**config.mk**
```make
export PLATFORM = sky130hd
export DESIGN_NAME = alu_rr_sched
export DESIGN_NICKNAME = d
export VERILOG_FILES = /design/src/rtl/alu_rr_sched.sv
export SDC_FILE = /design/constraint.sdc
export NUM_CORES = 1
export LEC_CHECK = 0
export CORE_ASPECT_RATIO = 0.7
export CORE_MARGIN = 3
export CORE_UTILIZATION = 41
export CTS_BUF_LIST = sky130_fd_sc_hd__clkbuf_8 sky130_fd_sc_hd__clkbuf_16
export DETAILED_ROUTE_END_ITERATION = 7
export GPL_TIMING_DRIVEN = 0
export PLACE_DENSITY = 0.87
export SETUP_SLACK_MARGIN = 0.5
export SYNTH_ARGS = -nofsm -noshare
export SYNTH_HDL_FRONTEND = slang
export SYNTH_SLANG_ARGS = --single-unit
```
**constraint.sdc**
```tcl
create_clock -name clk -period 1.8 [get_ports clk]
set_input_delay 0.45 -clock clk [delete_from_list [all_inputs] [get_ports clk]]
set_output_delay 0.45 -clock clk [all_outputs]
set_load 0.03 [all_outputs]
```
**src/rtl/alu_rr_sched.sv**
```systemverilog
// alu_rr_sched: round-robin scheduler that shares one combinational ALU
// between NREQ requesters. Each accepted op runs IDLE -> EXEC -> RESP.
// The ALU operands are held in registers, and the ALU flags are captured
// into a tagged response.
// Optional build macro ALU_RR_SCHED_STATS_EN adds per-requester grant counters.
module alu_rr_sched #(
  parameter int W    = 4,
  parameter int NREQ = 2
) (
  input  logic                clk,
  input  logic                rst,
  input  logic [NREQ-1:0]     req_valid,
  output logic [NREQ-1:0]     req_ready,
  input  logic [NREQ*W-1:0]   req_a,
  input  logic [NREQ*W-1:0]   req_b,
  input  logic [NREQ*3-1:0]   req_op,
  output logic [W-1:0]        alu_a,
  output logic [W-1:0]        alu_b,
  output logic [2:0]          alu_ctrl,
  input  logic [W-1:0]        alu_res,
  input  logic                alu_car,
  input  logic                alu_of,
  output logic                rsp_valid,
  input  logic                rsp_ready,
  output logic [1:0]          rsp_id,
  output logic [W-1:0]        rsp_res,
  output logic                rsp_car,
  output logic                rsp_of
`ifdef ALU_RR_SCHED_STATS_EN
  ,
  input  logic                stat_clr,
  output logic [NREQ*16-1:0]  stat_grants
`endif
);

  localparam logic [1:0] IDLE = 2'd0;
  localparam logic [1:0] EXEC = 2'd1;
  localparam logic [1:0] RESP = 2'd2;

  logic [1:0]      state_reg;
  logic [1:0]      last_reg;
  logic [1:0]      id_reg;
  logic [W-1:0]    a_reg;
  logic [W-1:0]    b_reg;
  logic [2:0]      op_reg;
  logic [1:0]      rsp_id_reg;
  logic [W-1:0]    rsp_res_reg;
  logic            rsp_car_reg;
  logic            rsp_of_reg;

  logic [NREQ-1:0] hi_mask;
  logic [NREQ-1:0] pick;
  logic [NREQ-1:0] grant_oh;
  logic [NREQ-1:0] odd_sel;
  logic [NREQ-1:0] hi_sel;
  logic [1:0]      grant_idx;
  logic            accept;

  logic [W-1:0][NREQ-1:0] a_t;
  logic [W-1:0][NREQ-1:0] b_t;
  logic [2:0][NREQ-1:0]   op_t;
  logic [W-1:0]           sel_a;
  logic [W-1:0]           sel_b;
  logic [2:0]             sel_op;

  genvar gi, gb;

  // Round-robin pick. Prefer the lowest valid index above the pointer.
  // Otherwise wrap to the lowest valid index overall.
  generate
    for (gi = 0; gi < NREQ; gi++) begin : g_req
      assign hi_mask[gi] = req_valid[gi] && (2'(gi) > last_reg);
      assign odd_sel[gi] = (gi % 2 == 1) ? grant_oh[gi] : 1'b0;
      assign hi_sel[gi]  = (gi >= 2)     ? grant_oh[gi] : 1'b0;
      assign req_ready[gi] = (state_reg == IDLE) && !rst && grant_oh[gi];
    end
  endgenerate

  assign pick      = (|hi_mask) ? hi_mask : req_valid;
  assign grant_oh  = pick & (~pick + NREQ'(1));
  assign grant_idx = {|hi_sel, |odd_sel};
  assign accept    = |req_ready;

  // AND-OR operand mux keyed by the one-hot grant, built bit by bit
  generate
    for (gb = 0; gb < W; gb++) begin : g_ab_bit
      for (gi = 0; gi < NREQ; gi++) begin : g_ab_req
        assign a_t[gb][gi] = grant_oh[gi] & req_a[gi*W+gb];
        assign b_t[gb][gi] = grant_oh[gi] & req_b[gi*W+gb];
      end
      assign sel_a[gb] = |a_t[gb];
      assign sel_b[gb] = |b_t[gb];
    end
    for (gb = 0; gb < 3; gb++) begin : g_op_bit
      for (gi = 0; gi < NREQ; gi++) begin : g_op_req
        assign op_t[gb][gi] = grant_oh[gi] & req_op[gi*3+gb];
      end
      assign sel_op[gb] = |op_t[gb];
    end
  endgenerate

  // Control FSM with the operand latch, pointer and response capture
  always_ff @(posedge clk) begin
    if (rst) begin
      state_reg   <= IDLE;
      last_reg    <= 2'(NREQ - 1);
      id_reg      <= 2'd0;
      a_reg       <= '0;
      b_reg       <= '0;
      op_reg      <= 3'd0;
      rsp_id_reg  <= 2'd0;
      rsp_res_reg <= '0;
      rsp_car_reg <= 1'b0;
      rsp_of_reg  <= 1'b0;
    end else begin
      case (state_reg)
        IDLE: begin
          if (accept) begin
            a_reg     <= sel_a;
            b_reg     <= sel_b;
            op_reg    <= sel_op;
            id_reg    <= grant_idx;
            last_reg  <= grant_idx;
            state_reg <= EXEC;
          end
        end
        EXEC: begin
          rsp_id_reg  <= id_reg;
          rsp_res_reg <= alu_res;
          rsp_car_reg <= alu_car;
          rsp_of_reg  <= alu_of;
          state_reg   <= RESP;
        end
        RESP: begin
          if (rsp_ready) state_reg <= IDLE;
        end
        default: state_reg <= IDLE;
      endcase
    end
  end

  assign alu_a     = a_reg;
  assign alu_b     = b_reg;
  assign alu_ctrl  = op_reg;
  assign rsp_valid = (state_reg == RESP);
  assign rsp_id    = rsp_id_reg;
  assign rsp_res   = rsp_res_reg;
  assign rsp_car   = rsp_car_reg;
  assign rsp_of    = rsp_of_reg;

`ifdef ALU_RR_SCHED_STATS_EN
  generate
    for (gi = 0; gi < NREQ; gi++) begin : g_stat
      logic [15:0] cnt_reg;
      // Saturating per-requester grant counter; clear beats increment
      always_ff @(posedge clk) begin
        if (rst || stat_clr) begin
          cnt_reg <= 16'd0;
        end else if (req_ready[gi] && cnt_reg != 16'hFFFF) begin
          cnt_reg <= cnt_reg + 16'd1;
        end
      end
      assign stat_grants[gi*16 +: 16] = cnt_reg;
    end
  endgenerate
`endif

endmodule

```
# After elaboration in Yosys (flattened, before gate mapping)
# Cells that the tools add are included.
[word_totals] regBits=22 input_bits=33 out_inout_bits=22 elab_cells=67
[classes] muxes=4 bitwise_logic=24 n_eq_ne=4 n_reduce_logical=22 n_addsub=1 n_lt_le_gt_ge=2
[op_table] cell="$reduce_or 2->1" count=13
[op_table] cell="$and 1x1->1" count=22
[op_table] cell="$mux 2" count=3
[op_table] cell="$pmux 2 s3" count=1
[op_table] cell="$logic_and 1x1->1" count=5
[op_table] cell="$reduce_and 2->1" count=2
[op_table] cell="$add 2x1->2 const B" count=1
[op_table] cell="$and 2x2->2" count=1
[op_table] cell="$eq 2x1->1 const B" count=1
[op_table] cell="$eq 2x2->1 const B" count=1
[op_table] cell="$gt 1x1->1 const A" count=2
[op_table] cell="$logic_not 2->1" count=1
[op_table] cell="$ne 2x1->1 const B" count=1
[op_table] cell="$ne 2x2->1 const B" count=1
[op_table] cell="$not 2->2" count=1
[op_table] cell="$logic_not 1->1" count=1

# Depth between registers and ports, before layout
# Gate-level depths: netlist of run 1.
[depth] word_depth=11 depth_mapped=4

# Worst setup path after synthesis of run 1
# OpenSTA, ideal clock, no wires.
[synth_path] path_type="input -> output" start="input rst" end="output req_ready[0]" cell_stages=3 n_path_buf=1 arrival_time_ns=1.139 setup_slack_ns=0.211 path_cell_list="nor3_4 > buf_6 > and3_1"
[synth_between] elab_chain_cells=3
[synth_lines] element="start: declaration" line="11" source="input logic rst,"
[synth_lines] element="$logic_not 1->1" line="75" source="assign req_ready[gi] = (state_reg == IDLE) && !rst && grant_oh[gi];"
[synth_lines] element="$logic_and 1x1->1 (2 in series)" line="75"
[synth_lines] element="end: declaration" line="13" source="output logic [NREQ-1:0] req_ready,"
# No other way between the ends.

# Final worst setup path of run 1
[layout_path] start="register state_reg[1]" end="output req_ready[0]"
[layout_between] elab_chain_cells=3
[layout_lines] element="start: declaration" line="40" source="logic [1:0] state_reg;"
[layout_lines] element="start signal: assignment" line="105" source="state_reg <= IDLE;"
[layout_lines] element="start signal: assignment" line="124" source="state_reg <= EXEC;"
[layout_lines] element="start signal: assignment" line="132" source="state_reg <= RESP;"
[layout_lines] element="$logic_not 2->1" line="75"
[layout_lines] element="$logic_and 1x1->1 (2 in series)" line="75"
# No other way between the ends.

==> results.toml, run 1 <==
[run_status]
outcome = "finished clean"

[setup_path]
worstPathRequired_ns = 1.35
cp.arrival_ns = 1.22
worstSetupPathType = "reg -> out"
startpoint_type = "flop"
path_max_fanout = 2
end_kind = "output port"

[layout]
multiInputGateArea_um2 = 525.5
drive_above_1_share_pct = 43.29
antenna_cells = 0
fin_nets = 199
post-route-util_pct = 75.73
area_growth_syn_to_layout_pct = 68.78
regArea_um2 = 444.2
nFillCells = 166

[floorplanning]
core-area_mm2 = 0.002242
die_w_um = 65.21
ioPinCount = 55
die-area_mm2 = 0.003093
die_h_um = 47.44
rows = 14
start_util_pct = 44.87

[sta]
rsz0062_at_grt = "true"
period_needed_ns = 1.670
hold_viol_final = 0
final_max_slew_viol_count = 0
setup_viol = 0
max_freq_mhz = 598.9
slew-limit-headroom_pct = 64.41
min_period_over_period_pct = 92.76
final.setup_skew_ns = 0.003868
hold_slack_ns = 0.4941
timing.final.ws_setup_ns = 0.1303
worst_slew_pin_slew_ns = 0.5339

[yosys]
synth-edff-count = 0
syn_inst = 96
synth-async-reset-ratio_pct = 0
syn_avg_cell_area_um2 = 10.48
syn_nets = 129
yosysUniqueCellTypes = 24
ys_warn_count = 0
synth_seq_cells = 22
synth_ff_type = "dfxtp_1"
synth_area_mm2 = 0.001006
ys_seq_area_share_pct = 43.78

[routing]
first_iter_violations = 60
num_vias = 1072
final_antenna_net_count = 0
drt_pass1_iterations = 4
finalWirelength_um = 3598
drc = 0
vias_per_cell = 5.469
wl_per_cell_um = 18.36

[run]
drv_cap = 0

[place]
dp_hpwl_um = 2352
gp_congestion = 0.7718
pre_cts_slack_ns = -0.9279
port_buffers = 53

[cts]
cts-root-buf = "clkbuf_8"
cts_sinks = 22
htreeDepth = 1
clkTransAtPathRegs_ns = 0.07
cts_tree = "yes"
clkLatencyLatePin_ns = 0.26
numCtsBuffers = 3
holdBufCountCts = 0
clock_tree.buffer_depth = 2

[power_and_ir_drop]
leakage_nw = 0.7459
power.density_mw_per_mm2 = 776.0
irDropWorstVdd_mv = 0.5738

[worst_hold_path]
worstHoldPathType = "reg -> reg"

[global_routing]
grt_pass1_vias = 1076
grt_max_degree = 12
grt_antenna_before_repair = 0
grt_overflow = 0
grt_util_all_layers_pct = 24.31
grt_pass1_wl_um = 5499
[synth_stat cells, types with 2 or more instances]
cell type | n | area, um^2
inv_1 | 2 | 7.510
a21oi_1 | 12 | 60.06
nand2b_1 | 3 | 18.77
dfxtp_1 | 22 | 440.4
a211oi_2 | 10 | 125.1
mux2i_1 | 7 | 70.07
buf_6 | 2 | 22.52
buf_4 | 2 | 15.01
a32oi_1 | 11 | 96.34
nor2_1 | 7 | 26.28
buf_2 | 5 | 25.02
[layout make-up]
cell class	instances	share of cell area, %
plain buffers	10	4.643
clock buffers	3	2.432
inverters	2	0.4422
multi-input cells	62	30.95
flip-flops and latches	22	26.16
well taps	32	2.358
repair buffers	65	33.01
[path summary, 6_finish.rpt]
kind                start  slack, ns  cells past startpoint            to
min             id_reg[0]       0.49                      1     id_reg[0]
max          state_reg[1]       0.13                      4  req_ready[0]
min reg2reg     id_reg[0]       0.49                      1     id_reg[0]
max reg2reg  state_reg[1]       0.41                      6      alu_b[1]
[timing repair]
item / CTS / global route
gates cloned: 1 / 0
pin swaps: 3 / 4
gates resized for setup: 131 / 7
endpoints found under the setup margin: 43 / 17
setup buffers: 8 / 3
[power breakdown]
| group | total (W) | internal (W) | leakage [nW] | switching, W |
|---|---|---|---|---|
| Clock | 0.000298 | 0.000149 | 0.0216 | 0.000149 |
| Sequential | 0.000556 | 0.000530 | 0.181 | 0.0000258 |
| Combinational | 0.000463 | 0.000224 | 0.543 | 0.000239 |
| Total | 0.00132 | 0.000904 | 0.746 | 0.000414 |
[layout by cell type, fill, tap and decap left out]
cell,count
a211oi_2,11
a21oi_2,1
conb_1,1
clkbuf_1,1
a21boi_2,1
inv_1,2
nand2b_1,2
a31o_1,1
and3_4,1
nor3_4,1
a32oi_1,11
nand2b_4,1
nor2_1,7
clkbuf_8,3
clkdlybuf4s50_1,29
buf_8,1
clkbuf_4,1
buf_6,7
nor2b_4,1
dfxtp_2,3
mux2i_1,7
nand2_1,1
and2_4,2
dfxtp_1,19
bufbuf_16,1
clkdlybuf4s15_2,1
or2_4,1
a221o_1,1
a21oi_1,11
buf_2,22
buf_4,12
[logic make-up after synthesis]
kind of cell / Yosys count / share of synthesized area [%]
muxes: 7 / 6.965
buffers and inverters: 12 / 7.337
AOI/OAI and AO/OA: 37 / 31.72
other: 1 / 0.3728
DFF: 22 / 43.78
and+or+nand+nor: 17 / 9.828
[stage by stage]
| stage | setup TNS [ns] | area [um^2] | cells | power, W |
|---|---|---|---|---|
| 6_report | 0 | 1698 | 196 | 0.001318 |
| 5_1_grt | 0 | 1698 | 196 | 0.001373 |
| 4_1_cts | 0 | 1652 | 193 | 0.001296 |
| 3_5_place_dp | -2.383 | 1585 | 181 | 0.0009829 |
| 3_3_place_gp | -1.867 | 1585 | 181 | 0.0009662 |
| 2_1_floorplan | 0 | 1015 | 96 | 0.0007968 |
[layer usage]
| layer | vias to the layer above | track usage (%) | wire, um |
|---|---|---|---|
| met3 | 12 | 6.573 | 249 |
| met4 | 0 | 9.917 | 95 |
| li1 | 497 | - | - |
| met1 | 521 | 28.45 | 1447 |
| met5 | - | 0 | 0 |
| met2 | 42 | 43.86 | 1806 |
[critical path: stages, from the launching register on]
cell,delay [ns]
dfxtp_2,0.34
nor3_4,0.21
buf_6,0.13
and3_4,0.17
buf_6,0.12
Note: power is estimated with default switching activity, not from simulation.
==> run 2: changes to the inputs <==
--- a/config.mk
+++ b/config.mk
@@ -6,7 +6,7 @@
 export NUM_CORES = 1
 export LEC_CHECK = 0
 export CORE_ASPECT_RATIO = 0.7
-export CORE_MARGIN = 3
+export CORE_MARGIN = 2
 export CORE_UTILIZATION = 41
 export CTS_BUF_LIST = sky130_fd_sc_hd__clkbuf_8 sky130_fd_sc_hd__clkbuf_16
 export DETAILED_ROUTE_END_ITERATION = 7
@@ -16,3 +16,4 @@
 export SYNTH_ARGS = -nofsm -noshare
 export SYNTH_HDL_FRONTEND = slang
 export SYNTH_SLANG_ARGS = --single-unit
+export TNS_END_PERCENT = 5
==> results.toml, run 2 (synthesis results as in run 1) <==
[run_status]
outcome = "finished clean"

[routing]
final_antenna_net_count = 0
num_vias = 1012
vias_per_cell = 5.271
wl_per_cell_um = 16.58
first_iter_violations = 22
finalWirelength_um = 3184
drc = 0
drt_pass1_iterations = 4

[cts]
numCtsBuffers = 3
cts_tree = "yes"
htreeDepth = 1
clkTransAtPathRegs_ns = 0.07
cts-root-buf = "clkbuf_8"
clock_tree.buffer_depth = 2
cts_sinks = 22
clkLatencyLatePin_ns = 0.26

[setup_path]
path_max_fanout = 10
end_kind = "output port"
crit_top_cell = "buf_6"
path_cells = "clkdlybuf4s15_1, buf_6, and3_4, buf_6"
crit_end = "req_ready[0]"
critPathMaxStageDelay_ns = 0.30
startpoint_type = "input port"
rrSetupSlack_ns = 0.36
reg2reg_depth = 7
worstReg2RegEnd = "alu_ctrl[1]"
cp.arrival_ns = 1.23
reg2reg_from = "state_reg[0]"
critPathLaunch = "req_valid[0]"
worstPathRequired_ns = 1.35
slowest_stage = "clkdlybuf4s15_1"
worstSetupPathType = "in -> out"

[floorplanning]
die_h_um = 45.44
core-area_mm2 = 0.002242
die_w_um = 63.21
die-area_mm2 = 0.002872
start_util_pct = 44.87
ioPinCount = 55
rows = 14

[global_routing]
grt_pass1_vias = 1022
grt_max_degree = 13
grt_pass1_wl_um = 5092
grt_antenna_before_repair = 0
grt_util_all_layers_pct = 23.76
grt_overflow = 0

[power_and_ir_drop]
leakage_nw = 0.7398
power.total_w = 0.001322
irDropWorstVdd_mv = 0.7362
power.density_mw_per_mm2 = 787.7

[sta]
setup_viol = 0
rsz0062_at_grt = "true"
final_max_slew_viol_count = 0
max_freq_mhz = 593.9
final.setup_skew_ns = 0.007833
period_needed_ns = 1.684
timing.final.ws_setup_ns = 0.1162
hold_viol_final = 0
min_period_over_period_pct = 93.54

[run]
drv_cap = 0

[layout]
final_cell_area_mm2 = 0.001678
fin_cells = 192
area_growth_syn_to_layout_pct = 66.79
nFillCells = 191
most-common-layout-cells = "clkdlybuf4s50_1, dfxtp_1, dlygate4sd2_1, a21oi_1, a32oi_1"
post-route-util_pct = 74.83
multiInputGateArea_um2 = 499.2
layout_commonest_cell = "clkdlybuf4s50_1"
fin_nets = 194
antenna_cells = 0
regArea_um2 = 441.7
drive_above_1_share_pct = 25.00

[place]
port_buffers = 53
place_area_mm2 = 0.001582
dpl.cell_count = 181
gp_congestion = 0.7778
dp_hpwl_um = 2292
pre_cts_slack_ns = -0.9001

[worst_hold_path]
worstHoldPathType = "reg -> reg"
min_from = "rsp_res[3]"
run 2: cell count changes in the layout (fill, tap and decap cells not counted), sizes merged:
cell           delta
buf              -23
bufbuf            -1
clkdlybuf4s15     +1
dlygate4sd2      +19
run 2: power breakdown:
group	internal, W	switching, W
clock	0.000195	0.000158
combinational	0.000196	0.000218
sequential	0.000529	0.0000252
total	0.000920	0.000401
run 2: how the worst min path moves through the flow:
stage,to,cells past startpoint
5_1_grt,id_reg[0],1
2_1_floorplan,id_reg[0],1
4_1_cts,rsp_res[3],2
3_5_place_dp,id_reg[0],1
3_3_place_gp,id_reg[0],1
6_report,rsp_res[3],2
run 2: layout make-up:
class / count / share of cell area, %
Buffer: 10 / 4.549
Clock buffer: 4 / 3.281
Inverter: 2 / 0.4474
Multi-Input combinational cell: 62 / 29.75
Sequential cell: 22 / 26.32
Tap cell: 32 / 2.386
Timing Repair Buffer: 60 / 33.26
run 2: what timing repair did:
item	in CTS	in global routing
endpoints found under the setup margin	43	36
resized for setup	47	0
buffers inserted	7	0
hold buffers	0	0
pin swaps	2	1
run 2: worst max-delay path: cells and delay by family:
kind,cells,cell delay [ns]
and+or+nand+nor,1,0.18
buffers and inverters,3,0.60
run 2: per-stage QoR:
step / setup TNS [ns] / hold slack, ns
floorplan: 0 / 0.4489
global placement: -1.744 / 0.4641
detailed placement: -2.028 / 0.4738
CTS: 0 / 0.4973
global route: 0 / 0.5349
finish: 0 / 0.4957
run 2: routing by layer:
metal	vias to the layer above	GRT usage, %	part of all wire [%]
li1	490	-	-
met1	485	26.62	43
met2	32	47.87	52
met3	5	4.950	4.3
met4	0	5.217	0.82
met5	-	0	0
==> run 3: changes to the inputs <==
--- a/config.mk
+++ b/config.mk
@@ -7,11 +7,12 @@
 export LEC_CHECK = 0
 export CORE_ASPECT_RATIO = 0.7
 export CORE_MARGIN = 2
-export CORE_UTILIZATION = 41
+export CORE_UTILIZATION = 44
 export CTS_BUF_LIST = sky130_fd_sc_hd__clkbuf_8 sky130_fd_sc_hd__clkbuf_16
 export DETAILED_ROUTE_END_ITERATION = 7
+export DONT_BUFFER_PORTS = 1
 export GPL_TIMING_DRIVEN = 0
-export PLACE_DENSITY = 0.87
+export PLACE_DENSITY = 0.62
 export SETUP_SLACK_MARGIN = 0.5
 export SYNTH_ARGS = -nofsm -noshare
 export SYNTH_HDL_FRONTEND = slang
==> results.toml, run 3 (synthesis results as in run 1) <==
[setup_path]
crit_buf_inv = 1
crit_family = "simple AND/OR/NAND/NOR gates"
slowest_stage = "dfxtp_2"
path_cells = "nor3_4, buf_6, and3_4"
end_kind = "output port"
worstSetupPathType = "reg -> out"
cp.arrival_ns = 1.21
worstPathRequired_ns = 1.35
critPathMaxStageDelay_ns = 0.34
startpoint_type = "flop"
path_max_fanout = 3

[layout]
post-route-util_pct = 52.90
final_cell_area_mm2 = 0.001140
antenna_cells = 0
layout_commonest_cell = "dfxtp_1"
drive_above_1_share_pct = 32.69
nFillCells = 223
fin_cells = 136
most-common-layout-cells = "dfxtp_1, a21oi_1, a32oi_1, a211oi_2"
area_growth_syn_to_layout_pct = 13.31
fin_nets = 139

[run]
drv_cap = 0

[power_and_ir_drop]
seq_power_share_pct = 55.1
p_int_w = 0.0007771
switching_share_pct = 31.42
power.share.combinational_pct = 18.9
p_switching_w = 0.0003561
irDropWorstVdd_mv = 0.4548
leakage_nw = 0.4486
power.density_mw_per_mm2 = 994.2
clkPwrFrac_pct = 26.0

[floorplanning]
rows = 14
ioPinCount = 55
die_h_um = 44.01
core-area_mm2 = 0.002155
die_w_um = 61.15
start_util_pct = 46.69
die-area_mm2 = 0.002691

[sta]
tns_ns = 0
period_needed_ns = 1.660
final_max_slew_viol_count = 0
worst_slew_pin_slew_ns = 0.6297
timing.final.ws_setup_ns = 0.1399
max_freq_mhz = 602.4
final.setup_skew_ns = 0.002005
rsz0062_at_grt = "true"
min_period_over_period_pct = 92.23
setup_viol = 0
slew-limit-headroom_pct = 57.93
hold_viol_final = 0

[global_routing]
grt_util_all_layers_pct = 18.28
grt_pass1_wl_um = 3519
grt_max_degree = 12
grt_overflow = 0
grt_antenna_before_repair = 0
grt_pass1_vias = 771

[place]
pre_cts_slack_ns = 0.2220
dpl.cell_count = 128
place_area_mm2 = 0.001051
gp_congestion = 0.7331
port_buffers = 0
dp_hpwl_um = 1660

[routing]
first_iter_violations = 10
vias_per_cell = 5.772
final_antenna_net_count = 0
finalWirelength_um = 2260
wl_per_cell_um = 16.62
drc = 0
drt_pass1_iterations = 2
num_vias = 785

[cts]
clock_tree.buffer_depth = 2
holdBufCountCts = 0
clkLatencyLatePin_ns = 0.26
htreeDepth = 1
cts_tree = "yes"
clkTransAtPathRegs_ns = 0.07
cts-root-buf = "clkbuf_8"
numCtsBuffers = 3
cts_sinks = 22

[worst_hold_path]
worstHoldPathType = "in -> reg"

[run_status]
outcome = "finished clean"
run 3: worst paths after layout:
check,cells past startpoint,startpoint,slack [ns],endpoint
worst max-delay path,3,state_reg[1],0.14,req_ready[0]
worst min-delay path,2,alu_car,0.34,rsp_car
worst max register to register,6,state_reg[1],0.46,alu_ctrl[1]
worst min register to register,1,id_reg[0],0.49,id_reg[0]
run 3: per-layer routing:
layer | up-vias | share of wire [%] | routed length, um | global-route usage, %
li1 | 379 | - | - | -
met1 | 370 | 45 | 1025 | 24.36
met2 | 34 | 45 | 1025 | 27.23
met3 | 2 | 8.8 | 200 | 7.463
met4 | 0 | 0.40 | 9 | 5.217
met5 | - | 0 | 0 | 0
run 3: power by group through the flow:
stage,clock network [W],registers [W],logic (W)
detailed placement,0,0.000636,0.000196
CTS,0.000309,0.000625,0.000209
global route,0.000325,0.000629,0.000234
floorplan,0,0.000628,0.000168
global placement,0,0.000635,0.000190
finish,0.000295,0.000624,0.000214
run 3: final cells by class:
cell class	instances	area, um^2	share of cell area, %
inverter	2	7.507	0.6586
tap	32	40.04	3.513
clock buffer	3	41.29	3.622
buffer	10	66.31	5.818
timing repair buffer	5	37.54	3.293
multi-input combinational	62	504.2	44.24
sequential	22	442.9	38.86
run 3: metrics by stage:
step | total power, W | hold WS [ns]
after global routing | 0.001189 | 0.3384
after CTS | 0.001143 | 0.3331
after floorplan | 0.0007957 | 0.4489
after global placement | 0.0008248 | 0.4653
after detailed placement | 0.0008321 | 0.4680
final | 0.001133 | 0.3369
run 3: repair_timing:
item / 4_1_cts / 5_1_grt
setup buffers: 3 / 2
pin swaps: 2 / 1
gates resized for setup: 3 / 0
endpoints found under the setup margin: 4 / 12
